## config.mk

```make
export PLATFORM = sky130hd
export DESIGN_NAME = tpx3_shutter_seq_flat
export DESIGN_NICKNAME = d
export VERILOG_FILES = /design/src/rtl/tpx3_shutter_seq_if.sv /design/src/rtl/tpx3_shutter_seq.sv /design/src/flat_wrapper.sv
export SDC_FILE = /design/constraint.sdc
export NUM_CORES = 1
export LEC_CHECK = 0
export ABC_AREA = 1
export CELL_PAD_IN_SITES_DETAIL_PLACEMENT = 0
export CELL_PAD_IN_SITES_GLOBAL_PLACEMENT = 1
export CORE_MARGIN = 2
export CORE_UTILIZATION = 35
export CTS_CLUSTER_SIZE = 16
export DETAILED_ROUTE_END_ITERATION = 12
export GPL_ROUTABILITY_DRIVEN = 0
export MAX_ROUTING_LAYER = met4
export PLACE_DENSITY_LB_ADDON = 0.1
export SKIP_CTS_REPAIR_TIMING = 1
export SLEW_MARGIN = 15
export SYNTH_ARGS = -nofsm -noshare
export SYNTH_HDL_FRONTEND = slang
export SYNTH_SLANG_ARGS = --single-unit
```

## constraint.sdc

```tcl
create_clock -name BUS_CLK -period 6.1 [get_ports BUS_CLK]
set_input_delay 1.525 -clock BUS_CLK [delete_from_list [all_inputs] [get_ports BUS_CLK]]
set_output_delay 1.525 -clock BUS_CLK [all_outputs]
set_load 0.02 [all_outputs]
```

## src/rtl/tpx3_shutter_seq_if.sv

```systemverilog
// ============================================================================
// Module : tpx3_shutter_seq_if
// Brief  : Configuration, command and chip-line bundle for tpx3_shutter_seq.
// Rev    : 1.0
// ============================================================================
`default_nettype none

interface tpx3_shutter_seq_if #(
    parameter int CNT_WIDTH = 32,
    parameter int REP_WIDTH = 16,
    parameter int TP_WIDTH  = 16
);
    logic                 START;
    logic                 ABORT;
    logic                 CONF_T0_EN;
    logic [CNT_WIDTH-1:0] CONF_DELAY;
    logic [CNT_WIDTH-1:0] CONF_SHUTTER_LEN;
    logic [CNT_WIDTH-1:0] CONF_GAP;
    logic [REP_WIDTH-1:0] CONF_REPEAT;
    logic                 CONF_TP_EN;
    logic [TP_WIDTH-1:0]  CONF_TP_PERIOD;
    logic [TP_WIDTH-1:0]  CONF_TP_HIGH;
    logic                 SHUTTER;
    logic                 TPULSE;
    logic                 T0_SYNC;
    logic                 BUSY;
    logic                 DONE;
    logic [REP_WIDTH-1:0] FRAME_CNT;

    modport master (
        output START, ABORT, CONF_T0_EN, CONF_DELAY, CONF_SHUTTER_LEN, CONF_GAP,
               CONF_REPEAT, CONF_TP_EN, CONF_TP_PERIOD, CONF_TP_HIGH,
        input  SHUTTER, TPULSE, T0_SYNC, BUSY, DONE, FRAME_CNT
    );

    modport slave (
        input  START, ABORT, CONF_T0_EN, CONF_DELAY, CONF_SHUTTER_LEN, CONF_GAP,
               CONF_REPEAT, CONF_TP_EN, CONF_TP_PERIOD, CONF_TP_HIGH,
        output SHUTTER, TPULSE, T0_SYNC, BUSY, DONE, FRAME_CNT
    );
endinterface

`default_nettype wire

```

## src/rtl/tpx3_shutter_seq.sv

```systemverilog
// ============================================================================
// Module : tpx3_shutter_seq
// Brief  : Timepix3 Shutter / ExtTPulse / T0_Sync sequencer in the BUS_CLK domain.
// Rev    : 1.0
// ============================================================================
`default_nettype none

module tpx3_shutter_seq #(
    parameter int CNT_WIDTH = 32,
    parameter int REP_WIDTH = 16,
    parameter int TP_WIDTH  = 16
) (
    input  logic                 BUS_CLK,
    input  logic                 BUS_RST,
    tpx3_shutter_seq_if.slave    bus
);

    localparam logic [CNT_WIDTH-1:0] C_CNT_ONE = {{(CNT_WIDTH-1){1'b0}}, 1'b1};
    localparam logic [REP_WIDTH-1:0] C_REP_ONE = {{(REP_WIDTH-1){1'b0}}, 1'b1};
    localparam logic [TP_WIDTH-1:0]  C_TP_ONE  = {{(TP_WIDTH-1){1'b0}}, 1'b1};

    typedef enum logic [2:0] {
        ST_IDLE  = 3'd0,
        ST_SYNC  = 3'd1,
        ST_DELAY = 3'd2,
        ST_OPEN  = 3'd3,
        ST_GAP   = 3'd4
    } state_t;

    state_t               state_q, state_d;
    logic [CNT_WIDTH-1:0] cnt_q, cnt_d;
    logic [TP_WIDTH-1:0]  phase_q, phase_d;
    logic [REP_WIDTH-1:0] frame_q, frame_d;

    logic [CNT_WIDTH-1:0] delay_q, len_m1_q, gap_q;
    logic [REP_WIDTH-1:0] rep_q;
    logic                 tp_en_q;
    logic [TP_WIDTH-1:0]  period_q, high_q;

    logic                 shutter_q, tpulse_q, t0_q, busy_q, done_q;
    logic                 tpulse_d, t0_d, done_d;
    logic                 w_accept;
    logic [REP_WIDTH-1:0] w_frame_inc;

    always_comb begin
        state_d     = state_q;
        cnt_d       = cnt_q;
        phase_d     = phase_q;
        frame_d     = frame_q;
        t0_d        = 1'b0;
        done_d      = 1'b0;
        w_accept    = 1'b0;
        w_frame_inc = frame_q + C_REP_ONE;

        case (state_q)
            ST_IDLE: begin
                if (bus.START && !bus.ABORT) begin
                    state_d  = ST_SYNC;
                    frame_d  = '0;
                    t0_d     = bus.CONF_T0_EN;
                    w_accept = 1'b1;
                end
            end
            ST_SYNC: begin
                if (delay_q != '0) begin
                    state_d = ST_DELAY;
                    cnt_d   = delay_q - C_CNT_ONE;
                end else begin
                    state_d = ST_OPEN;
                    cnt_d   = len_m1_q;
                    phase_d = '0;
                end
            end
            ST_DELAY, ST_GAP: begin
                if (cnt_q == '0) begin
                    state_d = ST_OPEN;
                    cnt_d   = len_m1_q;
                    phase_d = '0;
                end else begin
                    cnt_d = cnt_q - C_CNT_ONE;
                end
            end
            ST_OPEN: begin
                if (cnt_q == '0) begin
                    frame_d = w_frame_inc;
                    if (rep_q != '0 && w_frame_inc == rep_q) begin
                        state_d = ST_IDLE;
                        done_d  = 1'b1;
                    end else if (gap_q != '0) begin
                        state_d = ST_GAP;
                        cnt_d   = gap_q - C_CNT_ONE;
                    end else begin
                        // Back-to-back frames: shutter stays high, phase restarts.
                        state_d = ST_OPEN;
                        cnt_d   = len_m1_q;
                        phase_d = '0;
                    end
                end else begin
                    cnt_d   = cnt_q - C_CNT_ONE;
                    phase_d = (phase_q == period_q - C_TP_ONE) ? '0 : phase_q + C_TP_ONE;
                end
            end
            default: state_d = ST_IDLE;
        endcase

        // Abort wins over a simultaneous frame end, so a partial frame is never counted.
        if (state_q != ST_IDLE && bus.ABORT) begin
            state_d = ST_IDLE;
            cnt_d   = cnt_q;
            phase_d = phase_q;
            frame_d = frame_q;
            done_d  = 1'b1;
        end

        tpulse_d = (state_d == ST_OPEN) && tp_en_q && (period_q != '0) && (phase_d < high_q);
    end

    always_ff @(posedge BUS_CLK) begin
        if (BUS_RST) begin
            state_q   <= ST_IDLE;
            cnt_q     <= '0;
            phase_q   <= '0;
            frame_q   <= '0;
            delay_q   <= '0;
            len_m1_q  <= '0;
            gap_q     <= '0;
            rep_q     <= '0;
            tp_en_q   <= 1'b0;
            period_q  <= '0;
            high_q    <= '0;
            shutter_q <= 1'b0;
            tpulse_q  <= 1'b0;
            t0_q      <= 1'b0;
            busy_q    <= 1'b0;
            done_q    <= 1'b0;
        end else begin
            state_q   <= state_d;
            cnt_q     <= cnt_d;
            phase_q   <= phase_d;
            frame_q   <= frame_d;
            shutter_q <= (state_d == ST_OPEN);
            tpulse_q  <= tpulse_d;
            t0_q      <= t0_d;
            busy_q    <= (state_d != ST_IDLE);
            done_q    <= done_d;
            if (w_accept) begin
                delay_q  <= bus.CONF_DELAY;
                len_m1_q <= (bus.CONF_SHUTTER_LEN == '0) ? '0 : bus.CONF_SHUTTER_LEN - C_CNT_ONE;
                gap_q    <= bus.CONF_GAP;
                rep_q    <= bus.CONF_REPEAT;
                tp_en_q  <= bus.CONF_TP_EN;
                period_q <= bus.CONF_TP_PERIOD;
                high_q   <= bus.CONF_TP_HIGH;
            end
        end
    end

    assign bus.SHUTTER   = shutter_q;
    assign bus.TPULSE    = tpulse_q;
    assign bus.T0_SYNC   = t0_q;
    assign bus.BUSY      = busy_q;
    assign bus.DONE      = done_q;
    assign bus.FRAME_CNT = frame_q;

endmodule

`default_nettype wire

```

## src/flat_wrapper.sv

```systemverilog
// flat-port wrapper written by rule: the top's interface ports become plain ports
module tpx3_shutter_seq_flat 
#(
    parameter int CNT_WIDTH = 32,
    parameter int REP_WIDTH = 16,
    parameter int TP_WIDTH  = 16
)
  (BUS_CLK, BUS_RST, bus_START, bus_ABORT, bus_CONF_T0_EN, bus_CONF_DELAY, bus_CONF_SHUTTER_LEN, bus_CONF_GAP, bus_CONF_REPEAT, bus_CONF_TP_EN, bus_CONF_TP_PERIOD, bus_CONF_TP_HIGH, bus_SHUTTER, bus_TPULSE, bus_T0_SYNC, bus_BUSY, bus_DONE, bus_FRAME_CNT);
  tpx3_shutter_seq_if #(.CNT_WIDTH(CNT_WIDTH), .REP_WIDTH(REP_WIDTH), .TP_WIDTH(TP_WIDTH)) bus_i ();
  input  logic BUS_CLK;
  input  logic BUS_RST;
  input wire logic [$bits(bus_i.START)-1:0] bus_START;
  input wire logic [$bits(bus_i.ABORT)-1:0] bus_ABORT;
  input wire logic [$bits(bus_i.CONF_T0_EN)-1:0] bus_CONF_T0_EN;
  input wire logic [$bits(bus_i.CONF_DELAY)-1:0] bus_CONF_DELAY;
  input wire logic [$bits(bus_i.CONF_SHUTTER_LEN)-1:0] bus_CONF_SHUTTER_LEN;
  input wire logic [$bits(bus_i.CONF_GAP)-1:0] bus_CONF_GAP;
  input wire logic [$bits(bus_i.CONF_REPEAT)-1:0] bus_CONF_REPEAT;
  input wire logic [$bits(bus_i.CONF_TP_EN)-1:0] bus_CONF_TP_EN;
  input wire logic [$bits(bus_i.CONF_TP_PERIOD)-1:0] bus_CONF_TP_PERIOD;
  input wire logic [$bits(bus_i.CONF_TP_HIGH)-1:0] bus_CONF_TP_HIGH;
  output wire logic [$bits(bus_i.SHUTTER)-1:0] bus_SHUTTER;
  output wire logic [$bits(bus_i.TPULSE)-1:0] bus_TPULSE;
  output wire logic [$bits(bus_i.T0_SYNC)-1:0] bus_T0_SYNC;
  output wire logic [$bits(bus_i.BUSY)-1:0] bus_BUSY;
  output wire logic [$bits(bus_i.DONE)-1:0] bus_DONE;
  output wire logic [$bits(bus_i.FRAME_CNT)-1:0] bus_FRAME_CNT;
  assign bus_i.START = bus_START;
  assign bus_i.ABORT = bus_ABORT;
  assign bus_i.CONF_T0_EN = bus_CONF_T0_EN;
  assign bus_i.CONF_DELAY = bus_CONF_DELAY;
  assign bus_i.CONF_SHUTTER_LEN = bus_CONF_SHUTTER_LEN;
  assign bus_i.CONF_GAP = bus_CONF_GAP;
  assign bus_i.CONF_REPEAT = bus_CONF_REPEAT;
  assign bus_i.CONF_TP_EN = bus_CONF_TP_EN;
  assign bus_i.CONF_TP_PERIOD = bus_CONF_TP_PERIOD;
  assign bus_i.CONF_TP_HIGH = bus_CONF_TP_HIGH;
  assign bus_SHUTTER = bus_i.SHUTTER;
  assign bus_TPULSE = bus_i.TPULSE;
  assign bus_T0_SYNC = bus_i.T0_SYNC;
  assign bus_BUSY = bus_i.BUSY;
  assign bus_DONE = bus_i.DONE;
  assign bus_FRAME_CNT = bus_i.FRAME_CNT;
  tpx3_shutter_seq #(.CNT_WIDTH(CNT_WIDTH), .REP_WIDTH(REP_WIDTH), .TP_WIDTH(TP_WIDTH)) u_core (.BUS_CLK(BUS_CLK), .BUS_RST(BUS_RST), .bus(bus_i));
endmodule
```

Word level (Yosys, flattened, before mapping)
Index checks and enable logic that the tools add are counted.

storage, ports and cells
  register bits = 217
  input port bits = 150
  output and inout bits = 21
  logic and storage cells = 91

operators by class
  add/sub/neg operators = 7
  order comparisons = 1
  eq/ne operators = 10
  mux-type cells = 32
  bitwise gates (word level) = 3
  reductions and logical operators = 22

operators with widths
  cell                                                 count
  2-to-1 mux 32 bit                                    6
  2-to-1 mux 16 bit                                    9
  subtractor 32 x 1 -> 32 bit (second input constant)  4
  case mux 32 bit (3 select lines)                     1
  logical NOT 32 bit                                   2
  nonzero test 32 bit                                  2
  case mux 16 bit (3 select lines)                     1
  adder 16 x 1 -> 16 bit (second input constant)       2
  == test 16 bit                                       2
  case mux 16 bit (2 select lines)                     1
  nonzero test 16 bit                                  2
  2-to-1 mux 3 bit                                     6
  less-than comparator 16 bit                          1
  subtractor 16 x 1 -> 16 bit (second input constant)  1
  case mux 3 bit (4 select lines)                      1
  == test 3 x 2 -> 1 bit (second input constant)       3
  nonzero test 3 bit                                   3
  2-to-1 mux 1 bit                                     7
  logical AND 1 bit                                    6
  != test 2 x 1 -> 1 bit (second input constant)       2
  AND reduction 4 bit                                  1
  == test 3 x 1 -> 1 bit (second input constant)       1
  == test 3 bit (second input constant)                1
  logical NOT 3 bit                                    1
  7 further kinds                                      9

Logic depth before layout (Yosys ltp)
Gate-level depths: netlist of the first run.

  depth after elaboration = 11
  depth in mapped cells = 27
  gate-level depth less buffers = 27

Worst setup path before layout of the first run
Ideal clock, no wire load.

  path type = input -> register
  start point = input port bus_ABORT
  end point = register u_core.tpulse_q (netlist: u_core.bus.TPULSE)
  data arrival time = 3.604 ns
  slack = 2.426 ns
  stages on the path = 12
  buffers on the path = 1
  cell sequence = inv_1 -> nor2_1 -> a21oi_1 -> nand2_1 -> clkbuf_1 -> a22oi_1 -> ha_1 -> a211oi_1 -> nand4_1 -> a31oi_1 -> o2111ai_1 -> a21oi_1

RTL lines
  item                          RTL line                 text
  from (decl)                   flat_wrapper.sv:13       input wire logic [$bits(bus_i.ABORT)-1:0] bus_ABORT;
  logical AND 1 bit             tpx3_shutter_seq.sv:107  if (state_q != ST_IDLE && bus.ABORT) begin
  2-to-1 mux 16 bit             tpx3_shutter_seq.sv:107
  named net u_core.phase_d[15]  tpx3_shutter_seq.sv:32   logic [TP_WIDTH-1:0] phase_q, phase_d;
  less-than comparator 16 bit   tpx3_shutter_seq.sv:115  tpulse_d = (state_d == ST_OPEN) && tp_en_q && (period_q != '0) && (phase_d < high_q);
  logical AND 1 bit             tpx3_shutter_seq.sv:115
  to (signal assigned)          tpx3_shutter_seq.sv:142  tpulse_q <= tpulse_d;
  to (decl)                     tpx3_shutter_seq.sv:40   logic shutter_q, tpulse_q, t0_q, busy_q, done_q;

The timed path passes the listed nets, and every way through them passes these cells.
A chain may end at the register's enable or synchronous reset.

Worst setup path in the final report of the first run
  start point = input port bus_ABORT
  end point = register u_core.cnt_q[24]

between the ends
  cells in the longest elaborated chain, start to end = 3

ends and longest elaborated chain
  item                           RTL line                 text
  logical AND 1 bit              tpx3_shutter_seq.sv:107
  inverter 1 bit (no line)       -
  AND reduction 3 bit (no line)  -
  to (signal assigned)           tpx3_shutter_seq.sv:138  cnt_q <= cnt_d;
  to (decl)                      tpx3_shutter_seq.sv:31   logic [CNT_WIDTH-1:0] cnt_q, cnt_d;

Every way passes these cells.

==> impl_metrics.ini, run 1 <==
[outcome]
status = completed

[yosys]
synthTopCellsByArea = dfxtp_1 (31%), nor2_1 (9.2%), nand2_1 (9.1%), inv_1 (6.7%), o21ai_0 (6.5%)
avgSynthCellArea_um2 = 6.53
synth.most_common_cell = nor2_1
syn_nets = 2330
ys_warn_count = 0
ys_seq_area_frac = 0.308
synth_cell_types = 59
ys.flop_type = dfxtp_1
synth_cells = 2158
yosys.area.top_type_share = 0.308
synth_common_cells = nor2_1 (346), nand2_1 (341), inv_1 (251), dfxtp_1 (217), o21ai_0 (184)
synth_top_area_cell = dfxtp_1
synth_edf_count = 0
synth_area_mm2 = 0.0141
synth-async-reset-ratio = 0
ys_ff_latch = 217

[cells_and_area]
fin_nets = 2449
final_area_mm2 = 0.0171
multi_input_area_mm2 = 0.00839
regArea_mm2 = 0.00434
fill_cells = 4230
final_layout_size_suffix_gt1_frac = 0.0572
syn2layout_area_growth_pct = 21.2
instances_no_fill = 2818

[power_and_ir_drop]
p_seq_frac = 0.374
power_frac_clock = 0.380
swShare = 0.324
p_per_area_mw_per_mm2 = 253
power.switching_mw = 1.40
power.internal_mw = 2.92
power_frac_comb = 0.246
leakagePower_nw = 6.68
irDropWorstVdd_mv = 0.204

[sta]
clock_skew_ns = 0.0181
grt_setup_unrepaired = false
whs_ns = 0.466
slew_violations = 0
setup_viol = 0
maxSlewHeadroom = 0.308
timing.final.crit_share = 0.752
max_freq_mhz = 218
period_minus_slack_ns = 4.59
hold_viol = 0
worst_pin_slew_ns = 1.04
finalSetupTns_ns = 0

[detailed_routing]
dr_total_vias = 14433
via_per_inst = 5.12
final_antenna_net_count = 0
wirelength_um = 49700
wl_per_cell_um = 17.6
first_pass_iters = 5
drtIter0Drc = 752
route.detailed.drc = 0

[clocking]
cts_tree = done
clkLatencyLatePin_ns = 0.56
cts_root_buf = clkbuf_16
cts.sinks = 217
clock_path_buffers = 3
cts_made_buffers = 27
h-tree-depth = 1
clkTransAtPathRegs_ns = 0.06

[worst_setup_path]
crit_fanout = 50
crit_required_ns = 6.50
cp_data_arrival_time_ns = 4.99
regToRegStartpoint = u_core.cnt_q[0]
crit_path_start = bus_ABORT
critical_path_class = input port to flop
endpoint_kind = flop
critPathLaunchType = input port

[placement]
placed_cells = 2773
portBuffers = 170
place_hpwl_um = 37800
placed_cell_area_mm2 = 0.0162

[die]
die_w_um = 205
design.portCount = 171
initial_utilization = 0.355
core_area_mm2 = 0.0397
die_h_um = 205
rows = 73
die-area_mm2 = 0.0419

[min_path]
hp-start = u_core.high_q[7]
hold_path.class = flop to flop

[global_routing]
grt_usage = 0.243
antenna_found_initial = 0
grt_pass1_vias = 14213
overflow = 0
grt_pass1_wl_um = 77600
grt_max_degree = 103

[flow_run]
maxCapViolCount = 0
-- cell usage in the layout, fill, tap and decap left out, types with 12 or more instances in the layout --
cell / instances
nand4_1: 27
inv_2: 13
o21ai_0: 184
nor3_1: 49
o22ai_1: 41
nand3_1: 92
buf_4: 19
nor4_1: 12
clkbuf_16: 27
a21oi_1: 161
a311oi_1: 22
a211oi_1: 28
xnor2_1: 34
nand2_1: 341
nor2_1: 346
ha_1: 22
xor2_1: 95
nor2_2: 15
clkdlybuf4s50_1: 169
inv_1: 248
dfxtp_1: 217
-- worst max-delay path: stages --
cell and delay, ns:
clkdlybuf4s50_1 0.46, inv_1 0.14, nor2_1 0.10, a21oi_1 0.29
nand2_1 0.40, inv_1 0.70, nand2_2 0.74, a311oi_1 0.51
a211oi_1 0.07
-- cell type report --
type / count / share of cell area
diodes: 1 / 0.000146
clock buffers: 36 / 0.0427
inverters: 263 / 0.0578
repair buffers: 188 / 0.107
multi-input cells: 1580 / 0.491
well taps: 525 / 0.0384
clock inverters: 8 / 0.00842
flip-flops and latches: 217 / 0.254
-- power groups by stage --
stage / sequential (mW) / combinational [mW] / clock [mW]
6_report: 1.62 / 1.06 / 1.64
5_1_grt: 1.63 / 1.21 / 1.74
4_1_cts: 1.62 / 1.07 / 1.68
3_5_place_dp: 1.65 / 1.06 / 0
3_3_place_gp: 1.65 / 1.06 / 0
2_1_floorplan: 1.61 / 0.739 / 0
-- logic make-up after synthesis --
logic type                 Yosys count  share of synthesized area
and+or+nand+nor                    931                      0.288
AOI/OAI and AO/OA                  498                      0.206
buffers and inverters              361                     0.0982
DFF                                217                      0.308
xor gates and xnor gates           129                     0.0802
adders and majority gates           22                     0.0195
-- registers in the layout, indices dropped and copies added, names as in the netlist, 3 cells and up --
name                  count
u_core.state_q            3
u_core.high_q            16
u_core.period_q          16
u_core.delay_q           32
u_core.phase_q           16
u_core.bus.FRAME_CNT     16
u_core.rep_q             16
u_core.gap_q             32
u_core.cnt_q             32
u_core.len_m1_q          32
-- stage by stage --
step / total power [mW] / utilization / worst slack [ns]
CTS: 4.37 / 0.430 / 1.52
detailed placement: 2.71 / 0.408 / 0.974
global placement: 2.70 / 0.408 / 1.10
floorplan: 2.34 / - / 2.43
global route: 4.57 / 0.430 / 1.20
finish: 4.32 / 0.430 / 1.51
-- final timing paths --
kind	end	slack, ns	depth (start not counted)
max	u_core.cnt_q[24]	1.51	9
min	u_core.high_q[7]	0.47	2
max reg2reg	u_core.bus.TPULSE	1.87	18
min reg2reg	u_core.high_q[7]	0.47	2
-- metal layers --
layer | GRT usage | vias up | wire length (um)
met5 | - | - | 0
met4 | 0.0978 | 0 | 1950
met3 | 0.0304 | 84 | 2210
met2 | 0.411 | 338 | 23600
met1 | 0.293 | 6629 | 22000
li1 | - | 7382 | -
Power figures use the tool's default switching activity.
==> inputs of run 2 (changes only) <==
Clock period 6.1 ns to 3.8 ns, I/O delays scaled along.
==> impl_metrics.ini, run 2 (synthesis results as in run 1) <==
[cells_and_area]
layout_commonest_cell = nor2_1
final_layout_size_suffix_gt1_frac = 0.0786
fin_nets = 2479
multi_input_area_mm2 = 0.00842
regArea_mm2 = 0.00435
instances_no_fill = 2853
final_core_util = 0.440
fill_cells = 4268
final_area_mm2 = 0.0175
layout_common_cells = nor2_1 (343), nand2_1 (340), inv_1 (249)
syn2layout_area_growth_pct = 23.9

[worst_setup_path]
critPathBufInv = 2
endpoint_kind = flop
crit_fanout = 10
cp_slowest_cell = ha_1
cpMostUsedCell = nand2_1
cp_data_arrival_time_ns = 3.94
crit_family = simple AND/OR/NAND/NOR gates
critical_path_class = flop to flop
crit_required_ns = 4.24
critical_path.cell_chain = inv_1 > ha_1 > nand2_1 > nor2_2 > nand2_2 > nor3_2 > and3_1 > nand3_1 > nor2_2 > nand2_2 > nand2_1 > buf_4 > o22ai_1 > nand2_1 > a22oi_2 > ha_1 > nand2_1 > o21ai_0 > a21oi_1 > o2111ai_1 > a21oi_1
max_stage_delay_ns = 0.31
critPathLaunchType = flop

[power_and_ir_drop]
p_seq_frac = 0.363
p_per_area_mw_per_mm2 = 409
power.internal_mw = 4.84
power.switching_mw = 2.30
irDropWorstVdd_mv = 0.247
leakagePower_nw = 6.87
power_frac_comb = 0.245
swShare = 0.322
power_frac_clock = 0.391

[min_path]
hold_path.class = flop to flop

[detailed_routing]
wl_per_cell_um = 17.7
dr_total_vias = 14545
wirelength_um = 50600
via_per_inst = 5.10
dr.max_layer_used = met4
wl_met2_um = 24200
m1WireLength_um = 22500
final_antenna_net_count = 0
drtIter0Drc = 828
first_pass_iters = 5
wl_met3_um = 2020
route.detailed.drc = 0

[sta]
fin_ws_ns = 0.306
maxSlewHeadroom = 0.527
slew_violations = 0
hold_viol = 0
worst_pin_slew_ns = 0.710
timing.final.crit_share = 0.919
finalSetupTns_ns = 0
clock_skew_ns = 0.0128
period_minus_slack_ns = 3.49
setup_viol = 0
max_freq_mhz = 286

[outcome]
status = completed

[global_routing]
grt_pass1_vias = 14381
grt_usage = 0.248
overflow = 0
antenna_found_initial = 1
grt_max_degree = 120
grt_pass1_wl_um = 79800

[clocking]
clkLatencyLatePin_ns = 0.56
clock_path_buffers = 3
h-tree-depth = 1
cts.sinks = 217
cts_tree = done
cts_made_buffers = 27
cts_root_buf = clkbuf_16
clkTransAtPathRegs_ns = 0.06

[die]
die_h_um = 205
design.portCount = 171
die_w_um = 205
initial_utilization = 0.355
core_area_mm2 = 0.0397
die-area_mm2 = 0.0419
rows = 73

[placement]
placed_cell_area_mm2 = 0.0165
placed_cells = 2801
place_hpwl_um = 38600
dp_slack_ns = 0.118
portBuffers = 170

[flow_run]
maxCapViolCount = 0
## run 2: changes by cell type in the layout (fill, tap and decap cells not counted), moves of 3 or more
cell,change
buf_12,+3
buf_4,+27
dfxtp_1,-8
dfxtp_2,+8
nor2_1,-3
## run 2: worst paths after layout
kind	from	to	slack, ns	cells after the start
worst max register to register	u_core.cnt_q[0]	u_core.bus.TPULSE	0.31	21
worst min register to register	u_core.high_q[12]	u_core.high_q[12]	0.47	2
worst max-delay path	u_core.cnt_q[0]	u_core.bus.TPULSE	0.31	21
worst min-delay path	u_core.high_q[12]	u_core.high_q[12]	0.47	2
## run 2: power by group through the flow
stage	registers (mW)	logic (mW)	clock network (mW)
floorplan	2.58	1.19	0
global placement	2.64	1.73	0
detailed placement	2.64	1.74	0
CTS	2.59	1.75	2.86
global route	2.61	1.98	2.95
finish	2.59	1.75	2.79
## run 2: through the flow
step                      hold slack (ns)  total power [mW]
after floorplan                     0.431              3.76
after global placement              0.458              4.37
after detailed placement            0.458              4.38
after CTS                           0.466              7.20
after global routing                0.481              7.54
final                               0.465              7.14
## run 2: metal layers
metal / vias to the layer above / global-route usage
met2: 322 / 0.422
met1: 6692 / 0.304
li1: 7451 / -
met3: 80 / 0.0301
met5: - / -
met4: 0 / 0.0851
## run 2: final cells by class
type	count	area share
multi-input cells	1580	0.482
flip-flops and latches	217	0.249
repair buffers	218	0.120
inverters	263	0.0565
clock buffers	37	0.0431
well taps	525	0.0376
clock inverters	12	0.0109
diodes	1	0.000143
## run 2: worst register-to-register path: stages (launching register included)
cell	delay, ns
dfxtp_1	0.29
inv_1	0.11
ha_1	0.21
nand2_1	0.12
nor2_2	0.16
nand2_2	0.17
nor3_2	0.17
and3_1	0.19
nand3_1	0.14
nor2_2	0.19
nand2_2	0.16
nand2_1	0.14
buf_4	0.20
o22ai_1	0.10
nand2_1	0.08
a22oi_2	0.07
ha_1	0.31
nand2_1	0.09
o21ai_0	0.17
a21oi_1	0.08
o2111ai_1	0.18
a21oi_1	0.06
==> inputs of run 3 (changes only) <==
Settings changed: CORE_UTILIZATION 35 to 36, TNS_END_PERCENT set to 10.
==> impl_metrics.ini, run 3 (synthesis results as in run 1) <==
[detailed_routing]
wl_per_cell_um = 17.7
drtIter0Drc = 921
first_pass_iters = 5
route.detailed.drc = 0
via_per_inst = 5.15
dr_total_vias = 14640
wirelength_um = 50300
final_antenna_net_count = 0

[sta]
maxSlewHeadroom = 0.493
grt_setup_unrepaired = false
max_freq_mhz = 288
worst_pin_slew_ns = 0.753
slew_violations = 0
timing.final.crit_share = 0.913
hold_viol = 0
setup_viol = 0
finalSetupTns_ns = 0
clock_skew_ns = 0.0224
whs_ns = 0.459
period_minus_slack_ns = 3.47

[global_routing]
grt_pass1_vias = 14189
grt_max_degree = 127
grt_pass1_wl_um = 78200
overflow = 0
grt_usage = 0.250
antenna_found_initial = 1

[cells_and_area]
layout_commonest_cell = nor2_1
final_layout_size_suffix_gt1_frac = 0.0754
fill_cells = 4101
fin_nets = 2478
layout_common_cells = nor2_1 (345), nand2_1 (340), inv_1 (249)
multi_input_area_mm2 = 0.00842
instances_no_fill = 2840
regArea_mm2 = 0.00435
diodes = 0
syn2layout_area_growth_pct = 23.2

[worst_setup_path]
rr_endpoint = u_core.bus.TPULSE
crit_path_start = u_core.bus.FRAME_CNT[1]
crit_required_ns = 4.29
endpoint_kind = flop
ff2ff_path_depth = 22
crit_family = compound AO/OA/AOI/OAI gates
cp_slowest_cell = dfxtp_2
critPathLaunchType = flop
max_stage_delay_ns = 0.37
cp_data_arrival_time_ns = 3.96
critical_path.cell_chain = ha_2 > nand3_2 > nor2_4 > buf_4 > nand2_1 > nand2_1 > nand2_1 > nand2_1 > nand3_1 > nor2_1 > nand2_1 > o21bai_4 > nand2_4 > o22ai_1 > nand2_1 > a22oi_2 > ha_1 > a211oi_2 > nand4_1 > a31oi_1 > o2111ai_1 > a21oi_1
rrSetupSlack_ns = 0.33
critical_path_class = flop to flop
crit_fanout = 11
cpMostUsedCell = nand2_1
regToRegStartpoint = u_core.bus.FRAME_CNT[1]
critPathBufInv = 1

[power_and_ir_drop]
irDropWorstVdd_mv = 0.307
p_seq_frac = 0.376
p_per_area_mw_per_mm2 = 398
power.switching_mw = 2.29
swShare = 0.331
power_frac_comb = 0.254
leakagePower_nw = 6.84
power_frac_clock = 0.370
power.internal_mw = 4.63

[placement]
place_hpwl_um = 38300
placed_cells = 2793
portBuffers = 170

[clocking]
cts_tree = done
cts.sinks = 217
clkTransAtPathRegs_ns = 0.06
cts_root_buf = clkbuf_16
cts_made_buffers = 27
clock_path_buffers = 3
clkLatencyLatePin_ns = 0.56
h-tree-depth = 1

[die]
die_h_um = 202
die-area_mm2 = 0.0407
die_w_um = 202
rows = 72
design.portCount = 171
initial_utilization = 0.365
core_area_mm2 = 0.0386

[min_path]
holdPathStages = 2
hp-start = u_core.high_q[7]
hold_path.class = flop to flop
hold_path_end = u_core.high_q[7]

[outcome]
status = completed

[flow_run]
maxCapViolCount = 0
==> run 3: worst max-delay path by stage <==
stage                   endpoint  slack, ns  cells after the start
2_1_floorplan  u_core.bus.TPULSE       0.53                     21
3_3_place_gp   u_core.bus.TPULSE       0.11                     14
3_5_place_dp   u_core.bus.TPULSE       0.06                     14
4_1_cts        u_core.bus.TPULSE       0.17                     20
5_1_grt        u_core.bus.TPULSE      0.009                     22
6_report       u_core.bus.TPULSE       0.33                     22
==> run 3: worst min-delay path: cells and delay by family, from the launching register on <==
family / cells / cell delay (ns)
buffers and inverters: 1 / 0.06
DFF: 1 / 0.29
AOI/OAI and AO/OA: 1 / 0.06
==> run 3: through the flow <==
step / power (mW) / util / cell area (um2) / worst slack, ns
finish: 6.92 / 0.449 / 17400 / 0.332
global route: 7.31 / 0.449 / 17400 / 0.00855
detailed placement: 4.38 / 0.426 / 16400 / 0.0559
global placement: 4.37 / 0.426 / 16400 / 0.113
CTS: 6.97 / 0.448 / 17300 / 0.172
floorplan: 3.76 / - / 14100 / 0.534
==> run 3: power groups by stage <==
stage               sequential (mW)  clock [mW]  combinational, mW
floorplan                      2.58           0               1.19
global placement               2.65           0               1.73
finish                         2.60        2.56               1.76
global route                   2.62        2.73               1.97
CTS                            2.60        2.62               1.75
detailed placement             2.65           0               1.74
==> run 3: cell type report <==
type	instances	share of cell area
timing repair buffer	217	0.121
multi-input combinational	1580	0.485
inverter	263	0.0569
tap	518	0.0373
clock inverter	11	0.00692
sequential	217	0.250
clock buffer	34	0.0427
==> run 3: per-layer routing <==
layer | vias to the layer above | global-route usage | wire length, um
li1 | 7455 | - | -
met1 | 6742 | 0.304 | 22300
met2 | 351 | 0.418 | 23600
met3 | 92 | 0.0269 | 2180
met4 | 0 | 0.108 | 2210
met5 | - | - | 0
